[config.mk]
export PLATFORM = sky130hd
export DESIGN_NAME = uart_tx
export DESIGN_NICKNAME = d
export VERILOG_FILES = /design/src/rtl/uart_tx.sv
export SDC_FILE = /design/constraint.sdc
export NUM_CORES = 1
export LEC_CHECK = 0
export BUFFER_PORTS_ARGS = -buffer_cell sky130_fd_sc_hd__buf_2
export CORE_UTILIZATION = 40
export CTS_CLUSTER_DIAMETER = 30
export DETAILED_ROUTE_END_ITERATION = 7
export SYNTH_ARGS = -nofsm -noshare
export SYNTH_HDL_FRONTEND = slang
export SYNTH_SLANG_ARGS = --single-unit
[constraint.sdc]
create_clock -name clk -period 3.1 [get_ports clk]
set_input_delay 0.155 -clock clk [delete_from_list [all_inputs] [get_ports clk]]
set_output_delay 0.155 -clock clk [all_outputs]
set_load 0.05 [all_outputs]
[src/rtl/uart_tx.sv]
`timescale 1ns/1ps
`default_nettype none
// ============================================================================
// Module  : uart_tx
// Purpose : FIFO-buffered UART transmitter; 7/8 data bits, optional even
//           parity, switch-selected bit rate latched per frame.
// Rev     : 1.0
// ============================================================================
module uart_tx #(
    parameter int CLKS_9600   = 5208,
    parameter int CLKS_115200 = 434,
    parameter int FIFO_DEPTH  = 8
) (
    input  logic                        clk,
    input  logic                        rst,
    input  logic [7:0]                  data_in,
    input  logic                        write_enable,
    input  logic                        SW0,
    input  logic                        SW1,
    input  logic                        SW2,
    output logic                        Tx,
    output logic                        busy,
    output logic                        full,
    output logic                        empty,
    output logic [$clog2(FIFO_DEPTH):0] count,
    output logic                        drop_err
);
    localparam int          AW        = $clog2(FIFO_DEPTH);
    localparam logic [12:0] LAST_SLOW = 13'(CLKS_9600 - 1);
    localparam logic [12:0] LAST_FAST = 13'(CLKS_115200 - 1);
    localparam logic [AW:0] DEPTH_CNT = FIFO_DEPTH[AW:0];

    typedef enum logic [2:0] {
        S_IDLE   = 3'd0,
        S_START  = 3'd1,
        S_DATA   = 3'd2,
        S_PARITY = 3'd3,
        S_STOP   = 3'd4
    } state_t;

    logic [7:0]    mem_q [FIFO_DEPTH];
    logic [AW-1:0] wr_ptr_q, rd_ptr_q;
    logic [AW:0]   count_q, count_d;
    logic          full_q, empty_q, drop_q;
    logic          push, pop, load, bit_end;
    logic [7:0]    head;

    state_t        state_q, state_d;
    logic [7:0]    shift_q, shift_d;
    logic          par_q, par_d;
    logic          cfg_par_q, cfg_par_d;
    logic          cfg_8b_q, cfg_8b_d;
    logic          cfg_fast_q, cfg_fast_d;
    logic [12:0]   baud_q, baud_d;
    logic [2:0]    bit_q, bit_d;
    logic          tx_q, tx_d;

    // A write to a full FIFO still lands when the FSM pops the same cycle.
    assign push = write_enable && (!full_q || pop);
    assign head = mem_q[rd_ptr_q];

    always_comb begin
        count_d = count_q;
        case ({push, pop})
            2'b10:   count_d = count_q + 1'b1;
            2'b01:   count_d = count_q - 1'b1;
            default: count_d = count_q;
        endcase
    end

    always_ff @(posedge clk) begin
        if (push) begin
            mem_q[wr_ptr_q] <= data_in;
        end
    end

    always_ff @(posedge clk or negedge rst) begin
        if (!rst) begin
            wr_ptr_q <= '0;
            rd_ptr_q <= '0;
            count_q  <= '0;
            full_q   <= 1'b0;
            empty_q  <= 1'b1;
            drop_q   <= 1'b0;
        end else begin
            if (push) wr_ptr_q <= wr_ptr_q + 1'b1;
            if (pop)  rd_ptr_q <= rd_ptr_q + 1'b1;
            count_q <= count_d;
            full_q  <= (count_d == DEPTH_CNT);
            empty_q <= (count_d == '0);
            drop_q  <= write_enable && full_q && !pop;
        end
    end

    always_comb begin
        state_d    = state_q;
        shift_d    = shift_q;
        par_d      = par_q;
        cfg_par_d  = cfg_par_q;
        cfg_8b_d   = cfg_8b_q;
        cfg_fast_d = cfg_fast_q;
        bit_d      = bit_q;
        load       = 1'b0;
        pop        = 1'b0;
        bit_end    = (baud_q == (cfg_fast_q ? LAST_FAST : LAST_SLOW));

        case (state_q)
            S_IDLE: begin
                if (!empty_q) load = 1'b1;
            end
            S_START: begin
                if (bit_end) begin
                    state_d = S_DATA;
                    bit_d   = '0;
                end
            end
            S_DATA: begin
                if (bit_end) begin
                    shift_d = {1'b0, shift_q[7:1]};
                    if (bit_q == {2'b11, cfg_8b_q}) begin
                        state_d = cfg_par_q ? S_PARITY : S_STOP;
                    end else begin
                        bit_d = bit_q + 3'd1;
                    end
                end
            end
            S_PARITY: begin
                if (bit_end) state_d = S_STOP;
            end
            S_STOP: begin
                if (bit_end) begin
                    if (!empty_q) load = 1'b1;
                    else          state_d = S_IDLE;
                end
            end
            default: state_d = S_IDLE;
        endcase

        // Frame config is captured together with the byte, so switch changes
        // only ever affect the next frame.
        if (load) begin
            pop        = 1'b1;
            state_d    = S_START;
            shift_d    = head;
            par_d      = ^(head & {SW1, 7'h7F});
            cfg_par_d  = SW0;
            cfg_8b_d   = SW1;
            cfg_fast_d = SW2;
        end

        baud_d = (bit_end || (state_d != state_q) || (state_q == S_IDLE))
                 ? 13'd0 : baud_q + 13'd1;

        case (state_d)
            S_START:  tx_d = 1'b0;
            S_DATA:   tx_d = shift_d[0];
            S_PARITY: tx_d = par_d;
            default:  tx_d = 1'b1;
        endcase
    end

    always_ff @(posedge clk or negedge rst) begin
        if (!rst) begin
            state_q    <= S_IDLE;
            shift_q    <= '0;
            par_q      <= 1'b0;
            cfg_par_q  <= 1'b0;
            cfg_8b_q   <= 1'b0;
            cfg_fast_q <= 1'b0;
            baud_q     <= '0;
            bit_q      <= '0;
            tx_q       <= 1'b1;
        end else begin
            state_q    <= state_d;
            shift_q    <= shift_d;
            par_q      <= par_d;
            cfg_par_q  <= cfg_par_d;
            cfg_8b_q   <= cfg_8b_d;
            cfg_fast_q <= cfg_fast_d;
            baud_q     <= baud_d;
            bit_q      <= bit_d;
            tx_q       <= tx_d;
        end
    end

    assign Tx       = tx_q;
    assign busy     = (state_q != S_IDLE);
    assign full     = full_q;
    assign empty    = empty_q;
    assign count    = count_q;
    assign drop_err = drop_q;

endmodule
`default_nettype wire

Word level (Yosys, flattened, before mapping)
Memory sizes are Yosys's and may differ from the RTL's.
Cells that the tools add are included.

word-level totals
  bits in registers = 45
  RAM bits = 64
  bits of input ports = 14
  output and inout bits = 9
  logic and storage cells = 84
  memories = 1

cells by class
  add/sub/neg operators = 6
  eq/ne operators = 16
  multiplexer cells = 27
  bitwise logic cells = 1
  reductions and logical operators = 17

memory list
  name   words  bits a word  rd ports  clocked after memory_dff  wr ports  line  RTL
  mem_q  8      8            1         0                         1         41    logic [7:0] mem_q [FIFO_DEPTH];

operators with widths
  cell                                                 count
  two-way mux 3 bit                                    11
  two-way mux 13 bit                                   2
  two-way mux 8 bit                                    3
  one-hot mux 3 bit (5 select lines)                   1
  adder 13 x 1 -> 13 bit, second input constant        1
  equality test 13 bit                                 1
  equality test 3 x 2 -> 1 bit, second input constant  4
  adder 3 x 1 -> 3 bit, second input constant          3
  AND 8 bit                                            1
  one-hot mux 4 bit (2 select lines)                   1
  XOR reduction 8 bit                                  1
  equality test 3 x 1 -> 1 bit, second input constant  2
  two-way mux 1 bit                                    6
  inequality test 2 bit, second input constant         3
  one-hot mux 3 bit (2 select lines)                   1
  nonzero test 2 bit                                   3
  adder 4 x 1 -> 4 bit, second input constant          1
  equality test 4 bit, second input constant           1
  logical NOT 4 bit                                    1
  AND reduction 4 bit                                  1
  subtractor 4 x 1 -> 4 bit, second input constant     1
  equality test 3 bit                                  1
  equality test 3 bit, second input constant           1
  logical AND 1 bit                                    3
  10 further kinds                                     13

Depth between registers and ports, before layout
  word-level depth = 10
  mapped depth = 15
  mapped depth without buffers = 14

Least setup slack after synthesis
OpenSTA, ideal clock, no wires.

  path type = register to register
  from = reg baud_q[6]
  to = reg empty_q, in the netlist empty
  library setup time = 0.101 ns
  arrival time = 3.097 ns
  required time = 2.999 ns
  setup slack = -0.098 ns
  cell stages (with the launch flop) = 16
  path buffers = 1
  period minus slack after synthesis = 3.198 ns
  cells stage by stage = dfrtp_1 -> nand4bb_1 -> nor4_4 -> o21ai_1 -> a2111o_1 -> buf_6 -> inv_4 -> o21ai_2 -> ha_1 -> xor2_1 -> ha_1 -> a21oi_1 -> xor2_1 -> nor2_1 -> xor2_1 -> nor4b_1

between the ends
  longest elaborated chain between the ends = 9
  elaborated cells between the ends (all ways) = 10
  classes of those cells = 3 x eq/ne; 4 x mux; 3 x reduce/logical

ends and longest elaborated chain
  what                                                                        line  RTL
  from (decl)                                                                 54    logic [12:0] baud_q, baud_d;
  from (signal assigned)                                                      180   baud_q <= baud_d;
  equality test 13 bit *                                                      105   bit_end = (baud_q == (cfg_fast_q ? LAST_FAST : LAST_SLOW));
  two-way mux 1 bit *                                                         131   if (bit_end) begin
  one-hot mux 1 bit (2 select lines) *                                        107   case (state_q)
  two-way mux 1 bit *                                                         141   if (load) begin
  logical OR 1 bit                                                            59    assign push = write_enable && (!full_q || pop);
  logical AND 1 bit                                                           59
  equality test 2 x 1 -> 1 bit / equality test 2 bit (equally long branches)  64    case ({push, pop})
  one-hot mux 4 bit (2 select lines) *                                        64
  named net count_d[2]                                                        43    logic [AW:0] count_q, count_d;
  logical NOT 4 bit *                                                         90    empty_q <= (count_d == '0);
  to (signal assigned)                                                        90
  to (decl)                                                                   44    logic full_q, empty_q, drop_q;

Mark *: on every way through the listed nets, which the timed path passes. The rest lies on a longest branch.
A chain may end at the register's enable or synchronous reset.

Worst setup path after layout
  from = reg baud_q[7]
  to = reg full_q, in the netlist full

between the ends
  longest elaborated chain between the ends = 9
  elaborated cells between the ends (all ways) = 10
  classes of those cells = 4 x eq/ne; 4 x mux; 2 x reduce/logical

ends and longest elaborated chain
  what                                                                        line  RTL
  equality test 13 bit *                                                      105
  two-way mux 1 bit *                                                         131
  one-hot mux 1 bit (2 select lines) *                                        107
  two-way mux 1 bit *                                                         141
  logical OR 1 bit                                                            59
  logical AND 1 bit                                                           59
  equality test 2 x 1 -> 1 bit / equality test 2 bit (equally long branches)  64
  one-hot mux 4 bit (2 select lines) *                                        64
  named net count_d[2]                                                        43
  equality test 4 bit *                                                       89    full_q <= (count_d == DEPTH_CNT);
  to (signal assigned)                                                        89
  to (decl)                                                                   44

Marked as above.

==> impl_metrics.yaml <==
clock_tree:
  cts_buffer_depth: 2
  cts_buffers: 9
  cts.clk_slew.worst_paths_ns: 0.07
  clock-sinks: 109
  clk_latency_ns: 0.35
  cts-root-buf: "clkbuf_16"
  cts_tree: "yes"
  h-tree-depth: 3
placed_design:
  dp_hpwl_mm: 5.81
  gp_congestion: 0.737
  port_buffers: 22
  post_dp_cell_area_um2: 5210
  place_ws_ns: -0.0955
layout:
  area_delta_synth_final_pct: 16.9
  fin_nets: 400
  n_antenna_cell: 0
  final_common_cell: "edfxtp_1"
  post-route-cell-area_um2: 5600
  final_cell_mix: "edfxtp_1, dfrtp_1, nor2_1, buf_4, buf_2"
  drive_gt1_share_pct: 27.0
  fin_util_pct: 48.6
sta:
  finClkSkew_ns: 0.00984
  setup_violations: 1
  fin_ws_ns: -0.0255
  hold_ws_ns: -0.0343
  finalHoldViolCount: 43
  worstMarginPinSlew_ns: 0.991
  maxSlewHeadroom_pct: 33.9
  rsz0062_at_grt: "yes"
  post-route-period-util_pct: 101
  min_period_ns: 3.13
  clock.fmax_mhz: 320
  slew_violations: 0
  tns_ns: -0.0255
worst_setup_path:
  path_max_fanout: 3
  critPathArrivalTime_ns: 3.38
  crit_buf_inv: 1
  slowest_delay_ns: 0.47
  end_kind: "register"
  crit_slowest_cell: "a2111o_1"
  critical_path.cell_chain: "nor4bb_2 > and4_1 > o21ai_2 > a2111o_1 > inv_4 > o21ai_4 > ha_4 > xor2_1 > ha_2 > a21oi_2 > xor2_1 > nor2_1 > xor2_2 > nor4_2"
  crit_type: "reg -> reg"
  cp.depth: 14
  cp-start-kind: "register"
  ff2ff_path_depth: 14
  critical-path-top-delay-family: "simple AND/OR/NAND/NOR gates"
  required_ns: 3.35
  crit_top_cell: "xor2_1"
die:
  ios: 23
  core_um2: 11500
  die_x_um: 111
  die_h_um: 111
  initial_utilization_pct: 41.6
  rows: 39
  dieArea_um2: 12400
yosys:
  async_flop_share_pct: 41.3
  synth_nets: 349
  netlist_area_um2: 4790
  synth_top_area_cell: "edfxtp_1"
  ys_ff_latch: 109
  ys.flop_type: "edfxtp_1"
  synth_enable_flop_cells: 64
  yosysWarnings: 0
  ys_types: 54
  ys_seq_area_share_pct: 63.7
  avgSynthCellArea_um2: 14.6
  synth_area_leaders: "edfxtp_1, dfrtp_1, mux4_2"
  post-synth-top-area-fraction_pct: 40.1
  synth_cells: 328
worst_hold_path:
  hp-class: "in -> async"
power:
  p_comb_share_pct: 28.2
  p_sw_mw: 1.40
  p_per_area_nw_per_um2: 777
  seq_power_share_pct: 47.1
  p_leak_nw: 2.20
  internal_power_mw: 2.95
  p_total_mw: 4.35
  ir_worst_vdd_v: 0.000657
  clockPowerShare_pct: 24.6
  swShare_pct: 32.3
routing:
  route.detailed.drc: 2
  ant_nets: 0
  vias: 2748
  routed_wl_mm: 8.84
  routedWlPerCell_um: 16.8
  initialDrtViolationCount: 157
  firstDrtPassIters: 6
  viasPerCell: 5.23
job:
  max-cap-violations: 0
grt:
  grt_pass1_vias: 2797
  grt_pass1_wl_mm: 14.3
  grt_usage_pct: 15.3
  grt_max_degree: 46
  grt_overflow_total: 0
  antenna_found_initial: 0
status:
  status: "finished, violations left"
  failed_checks: "design-rule violations, negative hold slack, negative setup slack"
-- state kept, by name (all words and copies together), names as in the netlist --
register / cells
rd_ptr_q: 3
wr_ptr_q: 3
empty: 1
cfg_fast_q: 1
count: 4
cfg_8b_q: 1
cfg_par_q: 1
state_q: 3
par_q: 1
shift_q: 8
mem_q: 64
full: 1
baud_q: 13
bit_q: 3
drop_err: 1
Tx: 1
-- area by class of cell --
type	instances	area, um^2
fillers	1001	5920
flip-flops and latches	109	3050
multi-input cells	196	1690
repair buffers	54	369
clock buffers	9	225
well taps	143	179
clock inverters	5	43.8
inverters	9	36.3
-- worst reg2reg max path, delay by kind of cell (launching register included) --
kind                       cells  cell delay (ns)
AOI/OAI and AO/OA              4             0.73
DFF                            1             0.39
xor gates and xnor gates       3             0.52
buffers and inverters          1             0.10
adders and majority gates      2             0.36
and+or+nand+nor                4             0.94
-- synth_stat cells, drive strengths merged (2+ instances only) --
library cell / instances
a31oi: 2
o21ai: 10
inv: 9
a21oi: 3
buf: 7
mux4: 16
nor3b: 2
mux2i: 11
nor3: 3
nor4: 2
ha: 7
xnor2: 15
o211a: 2
a221o: 6
a22o: 2
and3: 7
o32ai: 2
clkbuf: 7
nand2: 20
mux2: 2
nor2b: 5
edfxtp: 64
xor2: 12
dfstp: 2
nand3b: 3
o211ai: 2
nor2: 34
nand3: 9
dfrtp: 43
nand2b: 2
-- power groups by stage --
stage / Combinational, mW / Clock (mW) / Sequential, mW
5_1_grt: 1.33 / 1.15 / 2.09
6_report: 1.23 / 1.07 / 2.05
3_5_place_dp: 1.15 / 0 / 2.07
4_1_cts: 1.17 / 1.11 / 2.05
3_3_place_gp: 1.13 / 0 / 2.07
2_1_floorplan: 0.719 / 0 / 2.15
-- metal layers --
metal | global-route usage [%] | vias to the layer above | routed length (um)
li1 | - | 1329 | -
met2 | 25.5 | 36 | 4380
met4 | 5.14 | 0 | 131
met3 | 4.14 | 11 | 287
met1 | 19.3 | 1372 | 4040
met5 | 0 | - | 0
-- final timing paths --
kind                            from          to  slack (ns)
max                        baud_q[7]        full       -0.03
min                              rst   baud_q[9]       -0.03
min in group clk                 SW2  cfg_fast_q        0.02
max reg2reg                baud_q[7]        full       -0.03
max in group asynchronous        rst    cfg_8b_q        2.51
min reg2reg                    par_q       par_q        0.49
-- kinds of logic (layout without fill, tap and decap cells) --
group,count (synthesis),in the layout,share of synthesized area (%)
DFF,109,109,63.7
and+or+nand+nor,95,95,10.3
AOI/OAI and AO/OA,37,37,5.91
muxes,29,29,10.3
xor gates and xnor gates,28,28,5.41
buffers and inverters,23,77,2.51
adders and majority gates,7,7,1.83
-- through the flow --
stage	std cells	hold WS (ns)
final	525	-0.0343
after global routing	525	0.0397
after CTS	521	0.00538
after detailed placement	506	0.380
after global placement	506	0.359
after floorplan	328	-0.141
-- what timing repair did --
action / CTS / global route
gates resized for setup: 4 / 10
endpoints found under the hold margin: 1 / 0
pin swaps: 6 / 7
buffers inserted: 0 / 4
endpoints found under the setup margin: 2 / 4
hold buffers: 1 / 0
(Power assumes the default switching activity.)
